## src/rtl/mul_pkg.sv

```systemverilog
// Shared types and parameter checks for the multicycle multiply sequencer.
package mul_pkg;

    typedef enum logic [1:0] {
        OP_MUL   = 2'b00,
        OP_MLA   = 2'b01,
        OP_UMULL = 2'b10,
        OP_SMULL = 2'b11
    } op_t;

    typedef enum logic [1:0] {
        ST_IDLE = 2'b00,
        ST_RUN  = 2'b01,
        ST_DONE = 2'b10
    } state_t;

    // Only 1, 2 or 4 bits per step, and the step count must come out whole.
    function automatic bit bpc_legal(input int width, input int bpc);
        return ((bpc == 1) || (bpc == 2) || (bpc == 4)) && (width > 0) && ((width % bpc) == 0);
    endfunction

endpackage

```

## src/rtl/mul_step.sv

```systemverilog
// One shift-add step: retires BITS_PER_CYCLE multiplier bits into the partial product.
module mul_step #(
    parameter int WIDTH          = 32,
    parameter int BITS_PER_CYCLE = 1
) (
    input  logic [2*WIDTH-1:0] i_partial,
    input  logic [2*WIDTH-1:0] i_mcand,
    input  logic [WIDTH-1:0]   i_mplier,
    output logic [2*WIDTH-1:0] o_partial,
    output logic [2*WIDTH-1:0] o_mcand,
    output logic [WIDTH-1:0]   o_mplier
);

    logic [2*WIDTH-1:0] w_sum [BITS_PER_CYCLE+1];

    assign w_sum[0] = i_partial;

    for (genvar k = 0; k < BITS_PER_CYCLE; k++) begin : g_bit
        assign w_sum[k+1] = w_sum[k] + (i_mplier[k] ? (i_mcand << k) : '0);
    end

    assign o_partial = w_sum[BITS_PER_CYCLE];
    assign o_mcand   = i_mcand << BITS_PER_CYCLE;
    assign o_mplier  = i_mplier >> BITS_PER_CYCLE;

endmodule

```

## src/rtl/mul_seq.sv

```systemverilog
// Iterative MUL/MLA/UMULL/SMULL sequencer: IDLE -> RUN (N steps) -> DONE.
// Handshake: start is taken only in IDLE/DONE; done pulses one cycle with result/flags valid; flush cancels.
module mul_seq
    import mul_pkg::*;
#(
    parameter int WIDTH          = 32,
    parameter int BITS_PER_CYCLE = 1
) (
    input  logic               clk,
    input  logic               reset,
    input  logic               start,
    input  logic [1:0]         op,
    input  logic [WIDTH-1:0]   a,
    input  logic [WIDTH-1:0]   b,
    input  logic [WIDTH-1:0]   acc,
    input  logic               flush,
    output logic               busy,
    output logic               done,
    output logic [2*WIDTH-1:0] result,
    output logic               flag_n,
    output logic               flag_z,
    output state_t             o_dbg_state
);

    localparam int N     = WIDTH / BITS_PER_CYCLE;
    localparam int CNT_W = $clog2(N + 1);
    localparam logic [CNT_W-1:0] CNT_N   = CNT_W'(N);
    localparam logic [CNT_W-1:0] CNT_ONE = CNT_W'(1);

    if (!bpc_legal(WIDTH, BITS_PER_CYCLE)) begin : g_bad_bpc
        $error("mul_seq: BITS_PER_CYCLE must be 1, 2 or 4 and divide WIDTH");
    end

    state_t             r_state;
    state_t             w_state_nxt;
    logic               w_load;
    logic               w_finish;

    op_t                r_op;
    logic [2*WIDTH-1:0] r_mcand;
    logic [WIDTH-1:0]   r_mplier;
    logic [2*WIDTH-1:0] r_partial;
    logic [WIDTH-1:0]   r_acc;
    logic               r_neg;
    logic [CNT_W-1:0]   r_cnt;
    logic [2*WIDTH-1:0] r_result;
    logic               r_flag_n;
    logic               r_flag_z;

    op_t                w_op;
    logic [WIDTH-1:0]   w_load_a;
    logic [WIDTH-1:0]   w_load_b;
    logic [2*WIDTH-1:0] w_p_next;
    logic [2*WIDTH-1:0] w_mc_next;
    logic [WIDTH-1:0]   w_mp_next;
    logic [2*WIDTH-1:0] w_final;
    logic               w_fin_n;
    logic               w_fin_z;

    assign w_op = op_t'(op);

    // SMULL runs on magnitudes; the most negative value maps onto itself as unsigned.
    assign w_load_a = ((w_op == OP_SMULL) && a[WIDTH-1]) ? -a : a;
    assign w_load_b = ((w_op == OP_SMULL) && b[WIDTH-1]) ? -b : b;

    mul_step #(
        .WIDTH          (WIDTH),
        .BITS_PER_CYCLE (BITS_PER_CYCLE)
    ) u_step (
        .i_partial (r_partial),
        .i_mcand   (r_mcand),
        .i_mplier  (r_mplier),
        .o_partial (w_p_next),
        .o_mcand   (w_mc_next),
        .o_mplier  (w_mp_next)
    );

    always_ff @(posedge clk) begin
        if (!reset) begin
            r_state <= ST_IDLE;
        end else begin
            r_state <= w_state_nxt;
        end
    end

    always_comb begin
        w_state_nxt = r_state;
        w_load      = 1'b0;
        w_finish    = 1'b0;
        case (r_state)
            ST_IDLE, ST_DONE: begin
                if (flush) begin
                    w_state_nxt = ST_IDLE;
                end else if (start) begin
                    w_state_nxt = ST_RUN;
                    w_load      = 1'b1;
                end else begin
                    w_state_nxt = ST_IDLE;
                end
            end
            ST_RUN: begin
                if (flush) begin
                    w_state_nxt = ST_IDLE;
                end else if (r_cnt == CNT_ONE) begin
                    w_state_nxt = ST_DONE;
                    w_finish    = 1'b1;
                end
            end
            default: w_state_nxt = ST_IDLE;
        endcase
    end

    // Finalization works on the last step's sum so result lands on the same edge.
    always_comb begin
        w_final = w_p_next;
        w_fin_n = 1'b0;
        w_fin_z = 1'b0;
        case (r_op)
            OP_MUL:   w_final = {{WIDTH{1'b0}}, w_p_next[WIDTH-1:0]};
            OP_MLA:   w_final = {{WIDTH{1'b0}}, (w_p_next[WIDTH-1:0] + r_acc)};
            OP_UMULL: w_final = w_p_next;
            default:  w_final = r_neg ? -w_p_next : w_p_next;
        endcase
        if ((r_op == OP_UMULL) || (r_op == OP_SMULL)) begin
            w_fin_n = w_final[2*WIDTH-1];
            w_fin_z = (w_final == '0);
        end else begin
            w_fin_n = w_final[WIDTH-1];
            w_fin_z = (w_final[WIDTH-1:0] == '0);
        end
    end

    always_ff @(posedge clk) begin
        if (!reset) begin
            r_op      <= OP_MUL;
            r_mcand   <= '0;
            r_mplier  <= '0;
            r_partial <= '0;
            r_acc     <= '0;
            r_neg     <= 1'b0;
            r_cnt     <= '0;
            r_result  <= '0;
            r_flag_n  <= 1'b0;
            r_flag_z  <= 1'b0;
        end else begin
            if (w_load) begin
                r_op      <= w_op;
                r_mcand   <= {{WIDTH{1'b0}}, w_load_a};
                r_mplier  <= w_load_b;
                r_acc     <= acc;
                r_neg     <= a[WIDTH-1] ^ b[WIDTH-1];
                r_partial <= '0;
                r_cnt     <= CNT_N;
            end else if (r_state == ST_RUN) begin
                r_partial <= w_p_next;
                r_mcand   <= w_mc_next;
                r_mplier  <= w_mp_next;
                r_cnt     <= r_cnt - CNT_ONE;
            end
            if (w_finish) begin
                r_result <= w_final;
                r_flag_n <= w_fin_n;
                r_flag_z <= w_fin_z;
            end
        end
    end

    assign busy        = (r_state == ST_RUN);
    assign done        = (r_state == ST_DONE);
    assign result      = r_result;
    assign flag_n      = r_flag_n;
    assign flag_z      = r_flag_z;
    assign o_dbg_state = r_state;

endmodule
```

## config.mk

```make
export PLATFORM = sky130hd
export DESIGN_NAME = mul_seq
export DESIGN_NICKNAME = d
export VERILOG_FILES = /design/src/rtl/mul_pkg.sv /design/src/rtl/mul_step.sv /design/src/rtl/mul_seq.sv
export SDC_FILE = /design/constraint.sdc
export NUM_CORES = 1
export LEC_CHECK = 0
export ABC_AREA = 1
export BUFFER_PORTS_ARGS = -buffer_cell sky130_fd_sc_hd__buf_2
export CAP_MARGIN = 15
export CELL_PAD_IN_SITES_DETAIL_PLACEMENT = 1
export CELL_PAD_IN_SITES_GLOBAL_PLACEMENT = 2
export CORE_MARGIN = 5
export CORE_UTILIZATION = 35
export CTS_BUF_LIST = sky130_fd_sc_hd__clkbuf_2 sky130_fd_sc_hd__clkbuf_4 sky130_fd_sc_hd__clkbuf_8
export CTS_CLUSTER_SIZE = 30
export DETAILED_ROUTE_END_ITERATION = 16
export HOLD_SLACK_MARGIN = 0.06
export MAX_ROUTING_LAYER = met4
export PLACE_DENSITY_LB_ADDON = 0.1
export SETUP_SLACK_MARGIN = 0.4
export SLEW_MARGIN = 20
export SYNTH_ARGS = -nofsm -noshare
export SYNTH_HDL_FRONTEND = slang
export SYNTH_HIERARCHICAL = 1
export SYNTH_SLANG_ARGS = --single-unit
```

## constraint.sdc

```tcl
create_clock -name clk -period 5.82 [get_ports clk]
set_input_delay 1.164 -clock clk [delete_from_list [all_inputs] [get_ports clk]]
set_output_delay 1.164 -clock clk [all_outputs]
set_load 0.02 [all_outputs]
```

==> results of run 1 <==
==> Yosys cell counts, types with 7 or more instances <==
cell type	number	area [um^2]
nand2_1	1563	5870
nand3_1	256	1280
nand3_2	15	150
nor2_2	35	219
o21ai_0	121	606
xnor2_1	9	78.8
nand2_2	36	225
inv_2	11	41.3
buf_1	32	120
o221ai_1	13	114
dfxtp_1	269	5390
o21ai_1	7	35.0
clkbuf_1	85	319
nor2_4	10	113
nand4_1	48	300
nor3_1	31	155
nand3b_1	22	165
ha_1	99	1240
o211ai_1	39	293
o21bai_1	10	75.1
xor2_1	66	578
nor2_1	357	1340
buf_4	99	743
a21oi_1	324	1620
inv_1	658	2470
==> worst min-delay path, stage by stage (launching register included) <==
cell,delay [ns]
dfxtp_1,0.32
nand2_1,0.07
a21oi_1,0.06
==> final cells by class <==
cell class	instances	area (um^2)
tap	882	1100
clock buffer	80	1000
sequential	269	5390
clock inverter	15	206
timing repair buffer	211	1170
multi-input combinational	3120	15000
inverter	673	2530
fill	9618	42100
antenna	9	22.5
==> through the flow <==
stage                     total power [mW]  util, %  instance area (um^2)
final                                 4.74     38.5                 26400
after detailed placement              2.54     36.7                 25100
after CTS                             4.82     38.5                 26400
after floorplan                       2.34        -                 24100
after global routing                  4.96     38.5                 26400
after global placement                2.54     36.7                 25100
==> sequential cells by signal (all words and copies together), names as in the netlist <==
signal / flops
result: 64
flag_z: 1
r_cnt: 6
r_partial: 64
o_dbg_state: 2
r_mplier: 32
r_op: 2
r_neg: 1
r_mcand: 64
r_acc: 32
flag_n: 1
==> worst max path at each step <==
stage	from	to	slack, ns	cells past startpoint
floorplan	r_mplier[0]	flag_z	2.02	32
global placement	r_mplier[0]	flag_z	0.79	26
detailed placement	r_mplier[0]	flag_z	0.77	26
CTS	r_mplier[0]	flag_z	0.74	26
global route	r_mplier[0]	flag_z	0.56	26
finish	r_mplier[0]	flag_z	0.93	26
==> metal layers <==
metal,track usage (%),part of all wire [%]
met5,-,0
met4,6.16,2.5
met3,3.01,3.7
met2,43.9,46
met1,35.1,48
==> power groups by stage <==
stage	Clock (mW)	Combinational [mW]	Sequential (mW)
floorplan	0	0.393	1.95
global placement	0	0.573	1.97
detailed placement	0	0.578	1.97
CTS	2.32	0.580	1.93
global route	2.39	0.640	1.93
finish	2.24	0.575	1.93
==> cell families after synthesis <==
logic type / Yosys count / share of synthesized area [%]
AO/OA/AOI/OAI: 538 / 12.2
flip-flops: 269 / 22.4
other: 1 / 0.0156
XOR/XNOR: 75 / 2.73
AND/OR/NAND/NOR: 2404 / 41.7
adder cells (fa/ha/maj): 101 / 5.31
buffers and inverters: 898 / 15.7
==> flow_summary.ini, run 1 <==
[timing]
setup_ws_ns = 0.930
fin_crit_ns = 4.89
hold_viol = 0
skew_ns = 0.0721
setup_viol = 0
tightest_slew_ns = 0.990
finalCritPeriodShare_pct = 84.0
timing.slew.headroom_pct = 34.0
max_freq_mhz = 204
tns_ns = 0
slew_violations = 0
holdWs_ns = 0.461
rsz0062_at_grt = no

[finish]
stdcell_count = 5259
mostFrequentLayoutCells = 1561 x nand2_1, 656 x inv_1, 355 x nor2_1
drive_above_1_share_pct = 10.1
fin_nets = 4530
areaGrowthSynthToFinish_pct = 9.58
mostFrequentLayoutCell = nand2_1

[logic_synthesis]
synth_cells = 4286
synth-main-ff-cell = dfxtp_1
syn_avg_cell_area_um2 = 5.62
yosys_register_bits = 269
mappedNetlistArea_um2 = 24100
async_reset_ff_share_pct = 0
yosysSeqAreaShare_pct = 22.4
ys_types = 50
yosys_warnings = 6
synth_edf_count = 0

[clocking]
clock_latency_ns = 0.70
root_buffer = clkbuf_8
cts_max_path_buffers = 3
cts_tree = built
numCtsBuffers = 52
cts_max_level = 2
cts_hold_buffers = 0
cts_sinks = 269
cts_repair_resize_count = 0
post_cts_buffers = 0
clkTransAtPathRegs_ns = 0.06

[min_path]
hp-class = reg -> reg
hold_depth = 2
hp-start = r_mcand[58]
hold_end = r_mcand[59]

[power]
clkPwrFrac_pct = 47.3
p_int_mw = 3.37
ir_drop_v = 0.000134
p_seq_share_pct = 40.6
p_switching_mw = 1.38
power_density_nw_per_um2 = 180
switching_share_pct = 29.0
power_leakage_nw = 14.4
p_comb_share_pct = 12.1

[drt]
post_drt_wl_per_cell_um = 18.6
vias = 26100
dr.pass1.iters = 5
first_iter_violations = 1282
routed_wl_mm = 97.9
vias_per_cell = 4.97
postRouteAntennaNets = 0
drcViolationCount = 0

[critical_path]
r2r_end = flag_z
cp-start-kind = register
cp.required_ns = 6.41
critPathCaptureType = register
worstRegToRegCells = 26
critPathTopFamily = simple AND/OR/NAND/NOR gates
slowest_delay_ns = 0.75
cp.buffers_inverters = 3
cpMaxStageDelayCell = xor2_1
r2r_start = r_mplier[0]
reg2reg_slack_ns = 0.93
cp_max_fo = 35
crit_top_cell = nand2_1
crit_type = reg -> reg
crit_arrival_ns = 5.49

[placed_design]
io_buffer_count = 171
place.gp.congestion = 0.936
dp_hpwl_mm = 80.1
dp_slack_ns = 0.768
placedCellCount = 5155

[grt]
track_usage_pct = 26.6
antenna_found_initial = 11
grt_pass1_vias = 26400
grt_overflow = 0
grt_max_degree = 98
grt_pass1_wl_mm = 151

[outcome]
status = complete, no violations

[floorplan]
die_w_um = 272
start_util_pct = 35.2
die-area_um2 = 74100
ios = 172
fp.dieH_um = 272
rows = 96
fp.coreArea_um2 = 68500

[run]
max_cap_viol_count = 0
Power figures use the tool's default switching activity.
==> run 2, diff against run 1 <==
Settings changed: CORE_UTILIZATION 35 to 30.
Clock period 5.82 ns to 4.2 ns, I/O delays scaled along.
==> flow_summary.ini, run 2 (synthesized netlist as in run 1, its figures left out) <==
[drt]
first_iter_violations = 1129
vias = 28500
dr.pass1.iters = 5
postRouteAntennaNets = 0
drcViolationCount = 0
vias_per_cell = 4.74
routed_wl_mm = 109
post_drt_wl_per_cell_um = 18.2

[run]
max_cap_viol_count = 0

[grt]
track_usage_pct = 25.3
grt_overflow = 0
grt_pass1_wl_mm = 166
antenna_found_initial = 2
grt_pass1_vias = 29000
grt_max_degree = 103

[critical_path]
crit_type = reg -> reg
cp-start-kind = register
r2r_start = r_mplier[0]
cpMaxStageDelayCell = dfxtp_4
slowest_delay_ns = 0.38
cp_max_fo = 8
critPathTopFamily = simple AND/OR/NAND/NOR gates
critPathCaptureType = register
critPathLaunch = r_mplier[0]
crit_top_cell = nand2_1
cp.required_ns = 4.80
cp.buffers_inverters = 4
crit_arrival_ns = 4.67

[clocking]
numCtsBuffers = 54
cts_sinks = 269
cts_tree = built
cts_max_level = 2
cts_max_path_buffers = 3
clkTransAtPathRegs_ns = 0.06
root_buffer = clkbuf_8
clock_latency_ns = 0.68

[min_path]
hp-class = in -> reg
hp-start = acc[21]

[finish]
areaGrowthSynthToFinish_pct = 38.3
final_cell_area_um2 = 33300
mostFrequentLayoutCells = 1434 x nand2_1, 633 x inv_1, 599 x buf_4
mostFrequentLayoutCell = nand2_1
drive_above_1_share_pct = 29.1
fin_nets = 5112
fin_util_pct = 42.0
stdcell_count = 6004

[floorplan]
ios = 172
fp.coreArea_um2 = 79300
start_util_pct = 30.4
die_w_um = 293
fp.dieH_um = 293
die-area_um2 = 86000
rows = 103

[timing]
tightest_slew_ns = 0.916
slew_violations = 0
fin_crit_ns = 4.07
hold_viol = 0
max_freq_mhz = 246
holdWs_ns = 0.414
finalCritPeriodShare_pct = 96.9
skew_ns = 0.0500
rsz0062_at_grt = yes
timing.slew.headroom_pct = 38.7
tns_ns = 0
setup_viol = 0
setup_ws_ns = 0.131

[placed_design]
place.gp.congestion = 0.926
postPlaceCellArea_um2 = 29600
dp_slack_ns = -0.525
io_buffer_count = 171
dp_hpwl_mm = 89.7
placedCellCount = 5868

[outcome]
status = complete, no violations

[power]
power_density_nw_per_um2 = 197
power_leakage_nw = 17.6
fin_total_pwr_mw = 6.56
ir_drop_v = 0.000197
[run 2: cell type report]
| cell class | instances | area, um^2 |
|---|---|---|
| Antenna cell | 2 | 5.00 |
| Clock buffer | 85 | 1030 |
| Clock inverter | 14 | 104 |
| Fill cell | 10700 | 46000 |
| Inverter | 673 | 2530 |
| Multi-Input combinational cell | 3120 | 17200 |
| Sequential cell | 269 | 5390 |
| Tap cell | 1050 | 1310 |
| Timing Repair Buffer | 791 | 5710 |
[run 2: routing by layer]
layer / vias to the layer above / global-route usage (%) / wire length, um
met5: - / - / 0
met2: 411 / 41.7 / 50500
li1: 14500 / - / -
met3: 142 / 2.77 / 3680
met4: 0 / 6.77 / 3250
met1: 13400 / 33.2 / 51900
[run 2: path summary, 6_finish.rpt]
check | end | slack (ns) | depth (start not counted)
hold / removal | r_acc[21] | 0.41 | 3
hold reg to reg | r_mplier[31] | 0.47 | 2
setup / recovery | flag_z | 0.13 | 29
setup reg to reg | flag_z | 0.13 | 29
[run 2: repair_timing]
action / 4_1_cts / 5_1_grt
pin swaps: 15 / 60
setup endpoints to repair: 54 / 58
setup buffers: 11 / 23
gates cloned: 0 / 1
gates resized for setup: 173 / 375
hold buffers: 0 / 0
[run 2: tightest hold or removal path, delay by kind of cell]
| kind | cells | cell delay [ns] |
|---|---|---|
| AO/OA/AOI/OAI | 1 | 0.05 |
| AND/OR/NAND/NOR | 1 | 0.05 |
| buffers and inverters | 1 | 0.09 |
[run 2: where the power goes]
group | internal, mW | switching [mW]
clock network | 1.62 | 1.29
logic | 0.354 | 0.632
registers | 2.61 | 0.0562
